===== src/rtl/systolic_matmul_stream_if.sv =====
// Beat stream and result bus for systolic_matmul_stream.
// master = feeder/checker side, slave = the multiplier.
interface systolic_matmul_stream_if #(
    parameter int SIZE       = 4,
    parameter int I_BITS     = 8,
    parameter int O_BITS     = 16,
    parameter int MAX_DEPTH  = 16,
    parameter int DEPTH_BITS = $clog2(MAX_DEPTH + 1)
);
    logic                          i_valid;
    logic                          o_ready;
    logic [DEPTH_BITS-1:0]         i_depth;
    logic [SIZE*I_BITS-1:0]        i_a_full;
    logic [SIZE*I_BITS-1:0]        i_b_full;
    logic [SIZE*SIZE*O_BITS-1:0]   o_c_full;
    logic                          o_c_valid;
    logic                          o_busy;
    logic                          o_sat;

    modport master (
        output i_valid, i_depth, i_a_full, i_b_full,
        input  o_ready, o_c_full, o_c_valid, o_busy, o_sat
    );

    modport slave (
        input  i_valid, i_depth, i_a_full, i_b_full,
        output o_ready, o_c_full, o_c_valid, o_busy, o_sat
    );
endinterface


===== src/rtl/systolic_matmul_stream.sv =====
// Output-stationary streaming systolic C = A*B with runtime depth K.
// Define SYSTOLIC_SAT_EN for saturating accumulators and sticky o_sat.
module systolic_matmul_stream #(
    parameter int SIZE       = 4,
    parameter int I_BITS     = 8,
    parameter int O_BITS     = 16,
    parameter int MAX_DEPTH  = 16,
    parameter int DEPTH_BITS = $clog2(MAX_DEPTH + 1)
) (
    input logic                    i_clock,
    input logic                    i_reset,
    systolic_matmul_stream_if.slave bus
);
    typedef enum logic [1:0] {IDLE, LOAD, FLUSH, DONE} state_t;

    localparam int FB = $clog2(2 * SIZE) + 1;
    localparam logic [FB-1:0] FLUSH_LEN = FB'(2 * SIZE - 1);

    state_t                      r_state;
    state_t                      w_next;
    logic [DEPTH_BITS-1:0]       r_depth;
    logic [DEPTH_BITS-1:0]       r_count;
    logic [DEPTH_BITS-1:0]       w_count_inc;
    logic [FB-1:0]               r_flush;
    logic                        r_ready;
    logic                        r_busy;
    logic                        r_c_valid;
    logic [SIZE*SIZE*O_BITS-1:0] r_c_full;
    logic [SIZE*SIZE*O_BITS-1:0] w_c_flat;

    logic w_depth_ok;
    logic w_fire;
    logic w_first;
    logic w_push;

    assign w_depth_ok  = (bus.i_depth != '0) &&
                         (bus.i_depth <= DEPTH_BITS'(MAX_DEPTH));
    assign w_fire      = bus.i_valid & r_ready;
    assign w_first     = w_fire & (r_state == IDLE) & w_depth_ok;
    assign w_push      = w_first | (w_fire & (r_state == LOAD));
    assign w_count_inc = r_count + DEPTH_BITS'(1);

    always_comb begin
        w_next = r_state;
        unique case (r_state)
            IDLE:  if (w_first)
                       w_next = (bus.i_depth == DEPTH_BITS'(1)) ? FLUSH : LOAD;
            LOAD:  if (w_push && (w_count_inc == r_depth))
                       w_next = FLUSH;
            FLUSH: if (r_flush == '0)
                       w_next = DONE;
            DONE:  w_next = IDLE;
            default: w_next = IDLE;
        endcase
    end

    always_ff @(posedge i_clock) begin
        if (i_reset) begin
            r_state   <= IDLE;
            r_depth   <= '0;
            r_count   <= '0;
            r_flush   <= '0;
            r_ready   <= 1'b1;
            r_busy    <= 1'b0;
            r_c_valid <= 1'b0;
            r_c_full  <= '0;
        end else begin
            r_state <= w_next;
            if (w_first) begin
                r_depth <= bus.i_depth;
                r_count <= DEPTH_BITS'(1);
            end else if (w_push) begin
                r_count <= w_count_inc;
            end
            // Drain time lets the last beat cross the full skewed array.
            if (w_next == FLUSH && r_state != FLUSH)
                r_flush <= FLUSH_LEN;
            else if (r_state == FLUSH)
                r_flush <= r_flush - FB'(1);
            r_ready   <= (w_next == IDLE) || (w_next == LOAD);
            r_busy    <= (w_next == LOAD) || (w_next == FLUSH);
            r_c_valid <= (r_state == DONE);
            if (r_state == DONE)
                r_c_full <= w_c_flat;
        end
    end

    logic signed [I_BITS-1:0] w_a_push [SIZE];
    logic signed [I_BITS-1:0] w_b_push [SIZE];
    logic signed [I_BITS-1:0] w_a_edge [SIZE];
    logic signed [I_BITS-1:0] w_b_edge [SIZE];
    logic signed [I_BITS-1:0] w_a_fwd  [SIZE][SIZE-1];
    logic signed [I_BITS-1:0] w_b_fwd  [SIZE-1][SIZE];

`ifdef SYSTOLIC_SAT_EN
    localparam logic signed [O_BITS-1:0] ACC_MAX = {1'b0, {(O_BITS-1){1'b1}}};
    localparam logic signed [O_BITS-1:0] ACC_MIN = {1'b1, {(O_BITS-1){1'b0}}};
    logic [SIZE*SIZE-1:0] w_clip;
    logic                 r_sat;

    always_ff @(posedge i_clock) begin
        if (i_reset)
            r_sat <= 1'b0;
        else if (w_first)
            r_sat <= |w_clip;
        else
            r_sat <= r_sat | (|w_clip);
    end
    assign bus.o_sat = r_sat;
`else
    assign bus.o_sat = 1'b0;
`endif

    for (genvar i = 0; i < SIZE; i++) begin : g_skew
        assign w_a_push[i] = w_push ?
            $signed(bus.i_a_full[i*I_BITS +: I_BITS]) : '0;
        assign w_b_push[i] = w_push ?
            $signed(bus.i_b_full[i*I_BITS +: I_BITS]) : '0;
        if (i == 0) begin : g_nodly
            assign w_a_edge[i] = w_a_push[i];
            assign w_b_edge[i] = w_b_push[i];
        end else begin : g_dly
            logic signed [I_BITS-1:0] r_ska [i];
            logic signed [I_BITS-1:0] r_skb [i];
            always_ff @(posedge i_clock) begin
                if (i_reset) begin
                    for (int k = 0; k < i; k++) begin
                        r_ska[k] <= '0;
                        r_skb[k] <= '0;
                    end
                end else begin
                    r_ska[0] <= w_a_push[i];
                    r_skb[0] <= w_b_push[i];
                    for (int k = 1; k < i; k++) begin
                        r_ska[k] <= r_ska[k-1];
                        r_skb[k] <= r_skb[k-1];
                    end
                end
            end
            assign w_a_edge[i] = r_ska[i-1];
            assign w_b_edge[i] = r_skb[i-1];
        end
    end

    for (genvar i = 0; i < SIZE; i++) begin : g_row
        for (genvar j = 0; j < SIZE; j++) begin : g_col
            logic signed [I_BITS-1:0]   w_a;
            logic signed [I_BITS-1:0]   w_b;
            logic signed [2*I_BITS-1:0] w_prod;
            logic signed [O_BITS-1:0]   w_base;
            logic signed [O_BITS-1:0]   w_nxt;
            logic signed [O_BITS-1:0]   r_acc;

            if (j == 0) begin : g_al
                assign w_a = w_a_edge[i];
            end else begin : g_ar
                assign w_a = w_a_fwd[i][j-1];
            end
            if (i == 0) begin : g_bt
                assign w_b = w_b_edge[j];
            end else begin : g_bb
                assign w_b = w_b_fwd[i-1][j];
            end

            assign w_prod = w_a * w_b;
            // First beat restarts every PE; only PE(0,0) sees real data then.
            assign w_base = w_first ? '0 : r_acc;

`ifdef SYSTOLIC_SAT_EN
            logic signed [O_BITS:0] w_sum;
            assign w_sum = $signed({w_base[O_BITS-1], w_base}) +
                           (O_BITS+1)'(w_prod);
            assign w_clip[i*SIZE+j] = w_sum[O_BITS] ^ w_sum[O_BITS-1];
            assign w_nxt = w_clip[i*SIZE+j] ?
                           (w_sum[O_BITS] ? ACC_MIN : ACC_MAX) :
                           w_sum[O_BITS-1:0];
`else
            assign w_nxt = w_base + O_BITS'(w_prod);
`endif

            always_ff @(posedge i_clock) begin
                if (i_reset)
                    r_acc <= '0;
                else
                    r_acc <= w_nxt;
            end
            assign w_c_flat[(i*SIZE+j)*O_BITS +: O_BITS] = r_acc;

            if (j < SIZE - 1) begin : g_af
                logic signed [I_BITS-1:0] r_a;
                always_ff @(posedge i_clock) begin
                    if (i_reset)
                        r_a <= '0;
                    else
                        r_a <= w_a;
                end
                assign w_a_fwd[i][j] = r_a;
            end
            if (i < SIZE - 1) begin : g_bf
                logic signed [I_BITS-1:0] r_b;
                always_ff @(posedge i_clock) begin
                    if (i_reset)
                        r_b <= '0;
                    else
                        r_b <= w_b;
                end
                assign w_b_fwd[i][j] = r_b;
            end
        end
    end

    assign bus.o_ready   = r_ready;
    assign bus.o_busy    = r_busy;
    assign bus.o_c_valid = r_c_valid;
    assign bus.o_c_full  = r_c_full;
endmodule

===== src/flat_wrapper.sv =====
// flat-port wrapper written by rule: the top's interface ports become plain ports
module systolic_matmul_stream_flat 
#(
    parameter int SIZE       = 4,
    parameter int I_BITS     = 8,
    parameter int O_BITS     = 16,
    parameter int MAX_DEPTH  = 16,
    parameter int DEPTH_BITS = $clog2(MAX_DEPTH + 1)
)
  (i_clock, i_reset, bus_i_valid, bus_i_depth, bus_i_a_full, bus_i_b_full, bus_o_ready, bus_o_c_full, bus_o_c_valid, bus_o_busy, bus_o_sat);
  systolic_matmul_stream_if #(.SIZE(SIZE), .I_BITS(I_BITS), .O_BITS(O_BITS), .MAX_DEPTH(MAX_DEPTH), .DEPTH_BITS(DEPTH_BITS)) bus_i ();
  input logic i_clock;
  input logic i_reset;
  input wire logic [$bits(bus_i.i_valid)-1:0] bus_i_valid;
  input wire logic [$bits(bus_i.i_depth)-1:0] bus_i_depth;
  input wire logic [$bits(bus_i.i_a_full)-1:0] bus_i_a_full;
  input wire logic [$bits(bus_i.i_b_full)-1:0] bus_i_b_full;
  output wire logic [$bits(bus_i.o_ready)-1:0] bus_o_ready;
  output wire logic [$bits(bus_i.o_c_full)-1:0] bus_o_c_full;
  output wire logic [$bits(bus_i.o_c_valid)-1:0] bus_o_c_valid;
  output wire logic [$bits(bus_i.o_busy)-1:0] bus_o_busy;
  output wire logic [$bits(bus_i.o_sat)-1:0] bus_o_sat;
  assign bus_i.i_valid = bus_i_valid;
  assign bus_i.i_depth = bus_i_depth;
  assign bus_i.i_a_full = bus_i_a_full;
  assign bus_i.i_b_full = bus_i_b_full;
  assign bus_o_ready = bus_i.o_ready;
  assign bus_o_c_full = bus_i.o_c_full;
  assign bus_o_c_valid = bus_i.o_c_valid;
  assign bus_o_busy = bus_i.o_busy;
  assign bus_o_sat = bus_i.o_sat;
  systolic_matmul_stream #(.SIZE(SIZE), .I_BITS(I_BITS), .O_BITS(O_BITS), .MAX_DEPTH(MAX_DEPTH), .DEPTH_BITS(DEPTH_BITS)) u_core (.i_clock(i_clock), .i_reset(i_reset), .bus(bus_i));
endmodule

===== config.mk =====
export PLATFORM = sky130hd
export DESIGN_NAME = systolic_matmul_stream_flat
export DESIGN_NICKNAME = d
export VERILOG_FILES = /design/src/rtl/systolic_matmul_stream_if.sv /design/src/rtl/systolic_matmul_stream.sv /design/src/flat_wrapper.sv
export SDC_FILE = /design/constraint.sdc
export NUM_CORES = 2
export LEC_CHECK = 0
export BUFFER_PORTS_ARGS = -buffer_cell sky130_fd_sc_hd__buf_2
export CAP_MARGIN = 15
export CORE_MARGIN = 5
export CORE_UTILIZATION = 40
export DETAILED_ROUTE_END_ITERATION = 10
export GPL_TIMING_DRIVEN = 1
export HOLD_SLACK_MARGIN = 0.12
export MAX_ROUTING_LAYER = met4
export SYNTH_ARGS = -nofsm -noshare
export SYNTH_HDL_FRONTEND = slang
export SYNTH_SLANG_ARGS = --single-unit

===== constraint.sdc =====
create_clock -name i_clock -period 15.5 [get_ports i_clock]
set_clock_uncertainty 0.05 [all_clocks]
set_input_delay 4.65 -clock i_clock [delete_from_list [all_inputs] [get_ports i_clock]]
set_output_delay 4.65 -clock i_clock [all_outputs]
set_load 0.005 [all_outputs]

==> impl_metrics.toml <==
[clock_tree]
htree_levels = 3
path_clk_slew_ns = 0.06
clk_path_buf_depth = 3
numClockSinks = 819
cts_root_buffer = "clkbuf_16"
cts_tree = "done"
cts_resized = 0
cts_hold_buf = 0
post-cts-setup-buffer-count = 0
cts_made_buffers = 100
clk_latency_ns = 0.75

[hold_path]
hold_path.class = "reg -> reg"

[floorplan]
fp.dieW_um = 432.3
ioPinCount = 332
die_area_mm2 = 0.1869
rows = 155
fp.dieH_um = 432.3
coreArea_mm2 = 0.1778
start_util = 0.4011

[cells_and_area]
final_cells = 10090
fin_util = 0.4411
final_cell_area_mm2 = 0.07844
layout-drive-gt1-share = 0.06845
fin_nets = 9450
final_cell_mix = "1144 x inv_1, 1136 x fa_1, 1040 x nand2_1"
layout_commonest_cell = "inv_1"
synthToLayoutAreaGrowth_pct = 9.957

[pwr]
ir_drop_uv = 106.4
p_int_mw = 3.808
switching_share = 0.2733
p_switching_mw = 1.432
leakage_nw = 36.14
p_seq_frac = 0.422
power_frac_comb = 0.113
powerDensity_mw_per_mm2 = 66.80
finalPower_mw = 5.240
clock_power_share = 0.464

[placed_design]
place.gp.congestion = 0.8784
hpwl_um = 141400
portBuffers = 330
dp_cells = 9898
pre_cts_ws_ns = 4.277
dpl_cell_area_mm2 = 0.07505

[detailed_routing]
avgRoutedWirePerCell_um = 17.57
avgViaCountPerCell = 4.852
drc_errors = 0
ant_nets = 0
drtPass1Iterations = 5
drt_iter0_drc = 2172
num_vias = 48950
wirelength_um = 177200

[job]
drv_cap = 0

[synth]
netlist_area_mm2 = 0.07134
yosysWarnings = 0
async_reset_ff_frac = 0
synthCells = 7457
synth_edf_count = 0
synth_nets = 9262
netlist-cell-type-count = 46
synth_seq_cells = 819
synth_ff_type = "dfxtp_1"
ys_seq_area_frac = 0.2298
syn_area_per_cell_um2 = 9.567

[setup_path]
worstSetupPathType = "in -> reg"
cp_data_required_time_ns = 16.12
cp_num_buf_inv = 5
max_stage_delay_ns = 0.64
path_delay_family = "adder cells"
crit_chain = "buf_2 -> nor4_2 -> xnor2_1 -> nand3b_1 -> buf_4 -> buf_4 -> and2_1 -> fa_1 -> inv_1 -> fa_1 -> fa_1 -> inv_1 -> fa_1 -> ha_1 -> ha_1 -> o21a_1 -> o2111ai_1 -> o221ai_1 -> o31ai_1 -> xnor2_1 -> mux2i_1"
worstSetupEndpointType = "register"
arrival_ns = 11.13
cp_max_fo = 66
worst_path_most_repeated_cell = "fa_1"
start_kind = "primary input"
critPathSlowestCell = "nand3b_1"

[global_routing]
grt_start_max_net_pins = 137
grt_pass1_wl_um = 289400
antenna_found_initial = 7
overflow = 0
first_global_vias = 52840
grtUsageTotal = 0.2000

[timing]
grt_setup_unrepaired = "false"
whs_ns = 0.3856
hold_violations = 0
setup_ws_ns = 4.994
finalCritPeriodShare = 0.6778
tightest_slew_ns = 1.104
finalSetupViolCount = 0
min_period_ns = 10.51
totalNegativeSetupSlack_ns = 0
slew_viol_final = 0
timing.fmax_ghz = 0.09519
slew_headroom = 0.2642

[outcome]
status = "complete, no violations"
[synthesized netlist by cell type (all sizes together), types with 33 or more instances]
cell,n,area share
and2,663,0.058
a21o,48,0.0051
xnor2,231,0.028
nor3,36,0.0025
ha,597,0.10
nor2,243,0.013
fa,1136,0.32
inv,1144,0.060
nand2b,117,0.010
nand2,1041,0.055
o21ai,81,0.0057
clkbuf,204,0.011
nor2b,313,0.027
o21a,66,0.0069
dfxtp,819,0.23
a21oi,329,0.023
buf,61,0.0047
a211oi,35,0.0037
o211ai,33,0.0035
xor2,84,0.010
[layer usage]
layer / part of all wire / vias up / wire [µm] / GRT usage
met3: 0.043 / 269 / 7658 / 0.03188
li1: - / 23170 / - / -
met1: 0.44 / 24600 / 77490 / 0.2521
met4: 0.038 / 0 / 6706 / 0.06731
met5: 0 / - / 0 / -
met2: 0.48 / 917 / 85390 / 0.3298
[worst paths after layout]
kind                                                                    start                                             end  slack (ns)  depth (start not counted)
worst max-delay path                                           bus_i_depth[0]   u_core.g_row[0].g_col[0].r_acc[15]$_SDFF_PP0_        4.99                         21
worst min-delay path            u_core.g_skew[3].g_dly.r_skb[0][2]$_SDFF_PP0_  u_core.g_skew[3].g_dly.r_skb[0][10]$_SDFF_PP0_        0.39                          1
worst max register to register                  u_core.bus.o_ready$_SDFF_PP1_   u_core.g_row[0].g_col[0].r_acc[15]$_SDFF_PP0_        8.92                         20
worst min register to register  u_core.g_skew[3].g_dly.r_skb[0][2]$_SDFF_PP0_  u_core.g_skew[3].g_dly.r_skb[0][10]$_SDFF_PP0_        0.39                          1
[power by group through the flow]
stage                     combinational (mW)  sequential [mW]  clock, mW
final                                  0.595             2.21       2.43
after global routing                   0.684             2.22       2.60
after CTS                              0.603             2.21       2.52
after detailed placement               0.596             2.26          0
after global placement                 0.587             2.26          0
after floorplan                        0.463             2.22          0
[flip-flops by register name, indices dropped and copies added, names as in the netlist, 4 cells and up]
name and cells:
u_core.g_row.g_col.g_af.r_a 96, u_core.bus.o_c_full 256, u_core.r_depth 5, u_core.r_flush 4, u_core.g_row.g_col.r_acc 256, u_core.g_row.g_col.g_bf.r_b 96, u_core.r_count 5, u_core.g_skew.g_dly.r_skb 48
u_core.g_skew.g_dly.r_ska 48
[worst register-to-register path, stage by stage, from the launching register on]
cell and delay [ns]:
dfxtp_1 0.32, nand2_1 0.10, nor2_1 0.26, nand3b_1 0.61, buf_4 0.59, buf_4 0.43, and2_1 0.20, fa_1 0.54
inv_1 0.06, fa_1 0.49, fa_1 0.55, inv_1 0.05, fa_1 0.44, ha_1 0.30, ha_1 0.34, o21a_1 0.15
o2111ai_1 0.21, o221ai_1 0.20, o31ai_1 0.28, xnor2_1 0.17, mux2i_1 0.20
[cell type report]
cell class                      count  area (µm²)
Timing Repair Buffer              351        1844
Tap cell                         2355        2947
Multi-Input combinational cell   5229       49570
Clock inverter                     55       601.8
Sequential cell                   819       16400
Inverter                         1144        4294
Fill cell                       17180       99400
Clock buffer                      130        2778
Antenna cell                        5       12.51
[logic make-up after synthesis]
family          synth area share
buf+inv                  0.07559
mux                     0.002666
flops                     0.2298
fa+ha+maj                 0.4235
compound gates           0.05763
simple gates              0.1721
other cells           0.00005257
xor+xnor                 0.03867
No activity file was read; power rests on OpenSTA's default activity.
